`config.mk`:
```
export PLATFORM = sky130hd
export DESIGN_NAME = ser_frame_transmitter
export DESIGN_NICKNAME = d
export VERILOG_FILES = /design/src/rtl/ser_frame_transmitter.sv
export SDC_FILE = /design/constraint.sdc
export NUM_CORES = 1
export LEC_CHECK = 0
export ABC_AREA = 1
export CORE_ASPECT_RATIO = 0.5
export CORE_UTILIZATION = 40
export CTS_CLUSTER_DIAMETER = 120
export DETAILED_ROUTE_END_ITERATION = 6
export DONT_BUFFER_PORTS = 1
export HOLD_SLACK_MARGIN = 0.06
export PLACE_DENSITY = 0.62
export SLEW_MARGIN = 20
export SYNTH_ARGS = -nofsm -noshare
export SYNTH_HDL_FRONTEND = slang
export SYNTH_SLANG_ARGS = --single-unit
```
`constraint.sdc`:
```
create_clock -name clk -period 2 [get_ports clk]
set_input_delay 0.4 -clock clk [delete_from_list [all_inputs] [get_ports clk]]
set_output_delay 0.4 -clock clk [all_outputs]
set_load 0.03 [all_outputs]
```
`src/rtl/ser_frame_transmitter.sv`:
```
// Serial framed-link transmitter: start flag, MSB-first payload from a one-byte holding
// register, and an abort pattern on request, underrun or payload overrun.
module ser_frame_transmitter #(
    parameter logic [7:0]  FLAG_SEQ  = 8'b01111110,
    parameter logic [7:0]  ABORT_SEQ = 8'b10000001,
    parameter int unsigned MAX_BYTES = 16
) (
    input  logic       clk,
    input  logic       rst,
    input  logic [7:0] inData,
    input  logic       inLast,
    input  logic       inValid,
    output logic       inReady,
    input  logic       abortReq,
    output logic       txOut,
    output logic       txValid,
    output logic       txBusy,
    output logic       txDone,
    output logic       txUnderrun
);

    localparam int unsigned CntW = $clog2(MAX_BYTES + 1);

    typedef enum logic [1:0] {StIdle, StFlag, StData, StAbort} state_e;

    state_e          state_q;
    logic [7:0]      shift_q;
    logic [7:0]      hold_q;
    logic            hold_last_q;
    logic            hold_full_q;
    logic            cur_last_q;
    logic [2:0]      bit_cnt_q;
    logic [CntW-1:0] byte_cnt_q;

    logic accept;
    logic boundary;
    logic more_ok;
    logic go_abort;

    assign inReady  = !hold_full_q && (state_q != StAbort);
    assign accept   = inValid && inReady;
    assign more_ok  = hold_full_q && (byte_cnt_q < CntW'(MAX_BYTES));
    assign boundary = (state_q == StData) && (bit_cnt_q == 3'd7) && !abortReq;

    // Pulses coincide with the final bit on the line, and an abort on that edge suppresses them.
    assign txDone     = boundary && cur_last_q;
    assign txUnderrun = boundary && !cur_last_q && !hold_full_q;

    assign go_abort = ((state_q == StFlag) && abortReq) ||
                      ((state_q == StData) &&
                       (abortReq || ((bit_cnt_q == 3'd7) && !cur_last_q && !more_ok)));

    // The shifter MSB is the line; it is cleared whenever the FSM returns to idle.
    assign txOut   = shift_q[7];
    assign txBusy  = (state_q != StIdle);
    assign txValid = txBusy;

    always_ff @(posedge clk or posedge rst) begin
        if (rst) begin
            state_q     <= StIdle;
            shift_q     <= 8'd0;
            hold_q      <= 8'd0;
            hold_last_q <= 1'b0;
            hold_full_q <= 1'b0;
            cur_last_q  <= 1'b0;
            bit_cnt_q   <= 3'd0;
            byte_cnt_q  <= '0;
        end else begin
            if (accept) begin
                hold_q      <= inData;
                hold_last_q <= inLast;
                hold_full_q <= 1'b1;
            end

            if (go_abort) begin
                // Written after the accept so a same-edge handshake is discarded.
                state_q     <= StAbort;
                shift_q     <= ABORT_SEQ;
                hold_full_q <= 1'b0;
                bit_cnt_q   <= 3'd0;
                byte_cnt_q  <= '0;
            end else begin
                case (state_q)
                    StIdle: begin
                        if (hold_full_q) begin
                            state_q   <= StFlag;
                            shift_q   <= FLAG_SEQ;
                            bit_cnt_q <= 3'd0;
                        end
                    end
                    StFlag: begin
                        bit_cnt_q <= bit_cnt_q + 3'd1;
                        if (bit_cnt_q == 3'd7) begin
                            state_q     <= StData;
                            shift_q     <= hold_q;
                            cur_last_q  <= hold_last_q;
                            hold_full_q <= 1'b0;
                            byte_cnt_q  <= CntW'(1);
                        end else begin
                            shift_q <= {shift_q[6:0], 1'b0};
                        end
                    end
                    StData: begin
                        bit_cnt_q <= bit_cnt_q + 3'd1;
                        if (bit_cnt_q == 3'd7) begin
                            if (cur_last_q) begin
                                state_q    <= StIdle;
                                shift_q    <= 8'd0;
                                byte_cnt_q <= '0;
                            end else begin
                                shift_q     <= hold_q;
                                cur_last_q  <= hold_last_q;
                                hold_full_q <= 1'b0;
                                byte_cnt_q  <= byte_cnt_q + CntW'(1);
                            end
                        end else begin
                            shift_q <= {shift_q[6:0], 1'b0};
                        end
                    end
                    StAbort: begin
                        bit_cnt_q <= bit_cnt_q + 3'd1;
                        if (bit_cnt_q == 3'd7) begin
                            state_q <= StIdle;
                            shift_q <= 8'd0;
                        end else begin
                            shift_q <= {shift_q[6:0], 1'b0};
                        end
                    end
                    default: begin
                        state_q <= StIdle;
                        shift_q <= 8'd0;
                    end
                endcase
            end
        end
    end

endmodule

```
Word-level counts from Yosys, hierarchy flattened:

Index checks and enable logic that the tools add are counted.

* equality and inequality tests: 12
* add/sub/neg operators: 2
* muxes and demuxes: 32
* order comparisons: 1
* bitwise gates (word level): 1
* reductions and logical operators: 26

Operator list (number)
* $mux 8: 6
* $pmux 8 s4: 1
* $mux 5: 4
* $logic_and 1x1->1: 12
* $mux 2: 6
* $pmux 5 s2: 1
* $ne 3x3->1 const B: 3
* $mux 1: 8
* $pmux 2 s4: 1
* $mux 3: 2
* $ne 3x2->1 const B: 2
* $pmux 3 s2: 1
* $add 5x1->5 const B: 1
* $lt 5x5->1 const B: 1
* $reduce_and 5->1: 1
* $eq 2x2->1 const B: 2
* $logic_not 1->1: 4
* $ne 2x1->1 const B: 2
* $pmux 1 s2: 2
* $reduce_and 4->1: 1
* $reduce_bool 2->1: 2
* $add 3x1->3 const B: 1
* $eq 3x3->1 const B: 1
* $reduce_and 3->1: 1
* other kinds (7): 8

* flip-flop bits (word level): 29
* word-level logic and storage cells: 82
* output and inout bits: 6

Logic depth before layout (Yosys ltp):

* depth after elaboration: 9
* depth in mapped cells: 10

Least setup slack after synthesis:

OpenSTA, ideal clock, no wires.

* path type: register to output
* start point: register bit_cnt_q[0]
* end point: output port txUnderrun
* required time: 1.600 ns
* cell stages (with the launch flop): 6
* data arrival time: 1.737 ns
* setup slack: -0.137 ns
* cell sequence: dfrtp_1 > ha_1 > ha_1 > buf_2 > nand3_1 > nor3_1

* word-level cells in the longest chain between the ends: 5

Ends and longest elaborated chain
* start, declared: line 32 `logic [2:0] bit_cnt_q;`
* start signal, assigned: line 92 `bit_cnt_q <= bit_cnt_q + 3'd1;`
* start signal, assigned: line 104 `bit_cnt_q <= bit_cnt_q + 3'd1;`
* start signal, assigned: line 121 `bit_cnt_q <= bit_cnt_q + 3'd1;`
* $eq 3x3->1: line 43 `assign boundary = (state_q == StData) && (bit_cnt_q == 3'd7) && !abortReq;`
* $logic_and 1x1->1 (2 in series): line 43
* $logic_and 1x1->1 (2 in series): line 47 `assign txUnderrun = boundary && !cur_last_q && !hold_full_q;`
* end, declared: line 19 `output logic txUnderrun`

No other way between the ends.

Worst setup path after layout:

* start point: register state_q[0]
* end point: output port txUnderrun

* word-level cells in the longest chain between the ends: 5

Ends and longest elaborated chain
* start, declared: line 26 `state_e state_q;`
* start signal, assigned: line 60 `state_q <= StIdle;`
* start signal, assigned: line 77 `state_q <= StAbort;`
* start signal, assigned: line 86 `state_q <= StFlag;`
* $eq 2x2->1: line 43
* $logic_and 1x1->1 (2 in series): line 43
* $logic_and 1x1->1 (2 in series): line 47

No other way between the ends.

==> out/qor.txt <==
Final Max Tran Viols = 0
CTS tree = built
Vias = 1369
Number of antenna violations at the first check in global routing = 0
First DRT Iteration DRCs = 30
Sequence of cells on the critical path = inv_1 -> ha_4 -> nand3_1 -> nor3_2 -> buf_4
Fin Clk Skew = 0.008171 ns
Clock-pin slew on the worst setup and hold paths = 0.07 ns
CP arrival = 1.52 ns
P per Cell Area = 1675 mW/mm^2
Port Buffers = 0
VDD IR-drop max = 0.5186 mV
Post-synthesis sequential area ratio = 0.4293
Max-Cap Viols = 0
Pin count of the biggest net entering global routing = 30
Critical Path Source Type = flop
DIE WIDTH = 93.94 microns
R2R cell count = 8
DRT Wirelength = 3467 microns
Layout area overhead = 15.40%
Place WS = 0.1756 ns
First-pass GRT wire length = 5568 microns
Layout cell share with drive strength beyond 1 = 0.1842
Slew of the pin with the lowest slew margin = 0.5372 ns
Vias in the first global route = 1229
Achievable frequency = 0.5219 GHz
TritonCTS buffer count = 5
Final Hold Fails = 0
Crit path launch = state_q[0]
Relative slew slack = 0.6406
Clk_lat worst skew = 0.28 ns
WL/cell = 12.29 microns
Hold Buf Count CTS = 0
R2R Path Start = state_q[0]
Yosys warning count = 0
# diodes = 0
Slowest-stage cell, CP = dfrtp_1
Setup TNS Final = 0 ns
# IOs = 19
Synth unique cells = 25
R2R setup slack = 0.24 ns
Largest stage delay on the critical path = 0.43 ns
DRC Markers = 0
Dpl cells = 272
Initial Util = 0.4243
Final Cycle Share = 0.9580
Sink Count = 29
Via density per instance = 4.855
Status = finished, final reports clean
Fin crit period = 1.916 ns
HPWL Detailed = 2594 microns
Main synth FF type = dfrtp_1
Mapped cell area = 0.001690 sq mm
Row count = 16
H-tree levels = 2
Fin area = 0.001951 sq mm
DRT antenna net count = 0
All-Layer GR Usage = 0.1705
Critical path required time = 1.60 ns
GPL Wtd Cong = 0.8104
Die H = 47.97 microns
Syn_nets = 238
Clk root buf = clkbuf_8
Dpl cell area = 0.001787 sq mm
Post-Syn Area per Cell = 7.826 sq um
Pre-antenna DRT Iters = 4
Non-filler cells, final = 282
Crit path max fanout = 7
Core Footprint = 0.003984 sq mm
Worst Setup Path Type = reg2out
Full die area = 0.004506 sq mm
PnR worst setup slack = 0.08406 ns
# setup viols final = 0
CP Capture Type = output pin
WHS = 0.07343 ns
Clk buf depth = 2
Post-Syn Instances = 216
Reg-to-Reg End = state_q[1]
Static leakage = 0.9744 nW
Grt ovf = 0
Post-synthesis register bit count = 29
Worst min-delay path class = in2async
Nets = 249
Ys async rst share = 1.000
Number of synthesized flops with an enable pin = 0
==> metrics by stage <==
step | total power [W] | utilization
after floorplan | 0.002247 | -
after global placement | 0.002528 | 0.4485
final | 0.003267 | 0.4896
after CTS | 0.003228 | 0.4799
after global routing | 0.003554 | 0.4896
after detailed placement | 0.002566 | 0.4485
==> how the worst max path moves through the flow <==
stage,end,slack (ns)
floorplan,txDone,0.09
global placement,txUnderrun,0.23
CTS,txUnderrun,0.02
finish,txUnderrun,0.08
global route,txUnderrun,-0.003
detailed placement,byte_cnt_q[2],0.18
==> repair_timing <==
| action | 4_1_cts | 5_1_grt |
|---|---|---|
| buffers inserted | 0 | 2 |
| endpoints found under the setup margin | 2 | 4 |
| pin swaps | 0 | 0 |
| gates resized for setup | 2 | 3 |
==> registers in the layout, indices dropped and copies added (netlist names) <==
register and count:
shift_q 8, byte_cnt_q 5, hold_last_q 1, hold_full_q 1, state_q 2, bit_cnt_q 3
cur_last_q 1, hold_q 8
==> worst max-delay path: cells and delay by family, from the launching register on <==
family                     cells  cell delay, ns
adders and majority gates      1            0.21
buffers and inverters          2            0.36
and+or+nand+nor                2            0.24
DFF                            1            0.43
==> power by group <==
| group | leakage (nW) | switching (W) | internal (W) | total (W) |
|---|---|---|---|---|
| combinational | 0.548 | 0.00103 | 0.000567 | 0.00159 |
| clock | 0.0574 | 0.000235 | 0.000405 | 0.000640 |
| sequential | 0.369 | 0.000196 | 0.000838 | 0.00103 |
==> synth_stat cells (2+ instances only) <==
library cell / n / share of area
nand2_1: 68 / 0.15
ha_1: 9 / 0.067
nor3_1: 3 / 0.0089
nor2_4: 2 / 0.013
nand4_1: 2 / 0.0074
nand2_4: 2 / 0.013
a21oi_1: 7 / 0.021
buf_2: 2 / 0.0059
o21ai_1: 8 / 0.024
inv_1: 18 / 0.040
inv_2: 6 / 0.013
nor2_2: 3 / 0.011
nand3_2: 2 / 0.012
nand3_1: 22 / 0.065
nor2_1: 13 / 0.029
o21ai_0: 9 / 0.027
or2_2: 2 / 0.0074
dfrtp_1: 29 / 0.43
nand3_4: 3 / 0.031
==> cell families (layout without fill, tap and decap cells) <==
kind of cell	after synthesis	after routing	synth area share
AO/OA/AOI/OAI	25	25	0.07624
adder cells (fa/ha/maj)	9	9	0.06662
buffers and inverters	28	40	0.06587
flip-flops	29	29	0.4293
AND/OR/NAND/NOR	125	125	0.3620
==> layout by cell type, fill, tap and decap left out <==
cell	n
nand2_1	68
dfrtp_1	29
nand3_1	22
inv_1	17
nor2_1	13
o21ai_0	9
o21ai_1	8
buf_4	8
a21oi_1	7
ha_1	7
inv_2	6
clkbuf_8	6
nand3_4	3
nor2_2	3
nor2_4	2
nand2_4	2
nand3_2	2
nand4_1	2
nor3_1	2
clkinvlp_4	2
or2_2	2
ha_4	2
nor3b_1	1
nand2_2	1
a21oi_2	1
nand3b_1	1
nor3_2	1
bufinv_16	1
==> layout make-up <==
type / count / area (sq um)
well taps: 54 / 67.56
clock inverters: 2 / 37.54
multi-input cells: 159 / 883.3
repair buffers: 8 / 60.06
inverters: 24 / 93.84
clock buffers: 6 / 82.58
flip-flops and latches: 29 / 725.7
fillers: 394 / 2033
==> layer usage <==
layer | up-vias | global-route usage | routed length (microns)
li1 | 715 | - | -
met1 | 634 | 0.2079 | 1684
met2 | 18 | 0.2964 | 1653
met3 | 2 | 0.05714 | 114
met4 | 0 | 0.05538 | 15
met5 | - | 0 | 0
Power figures use the tool's default switching activity.
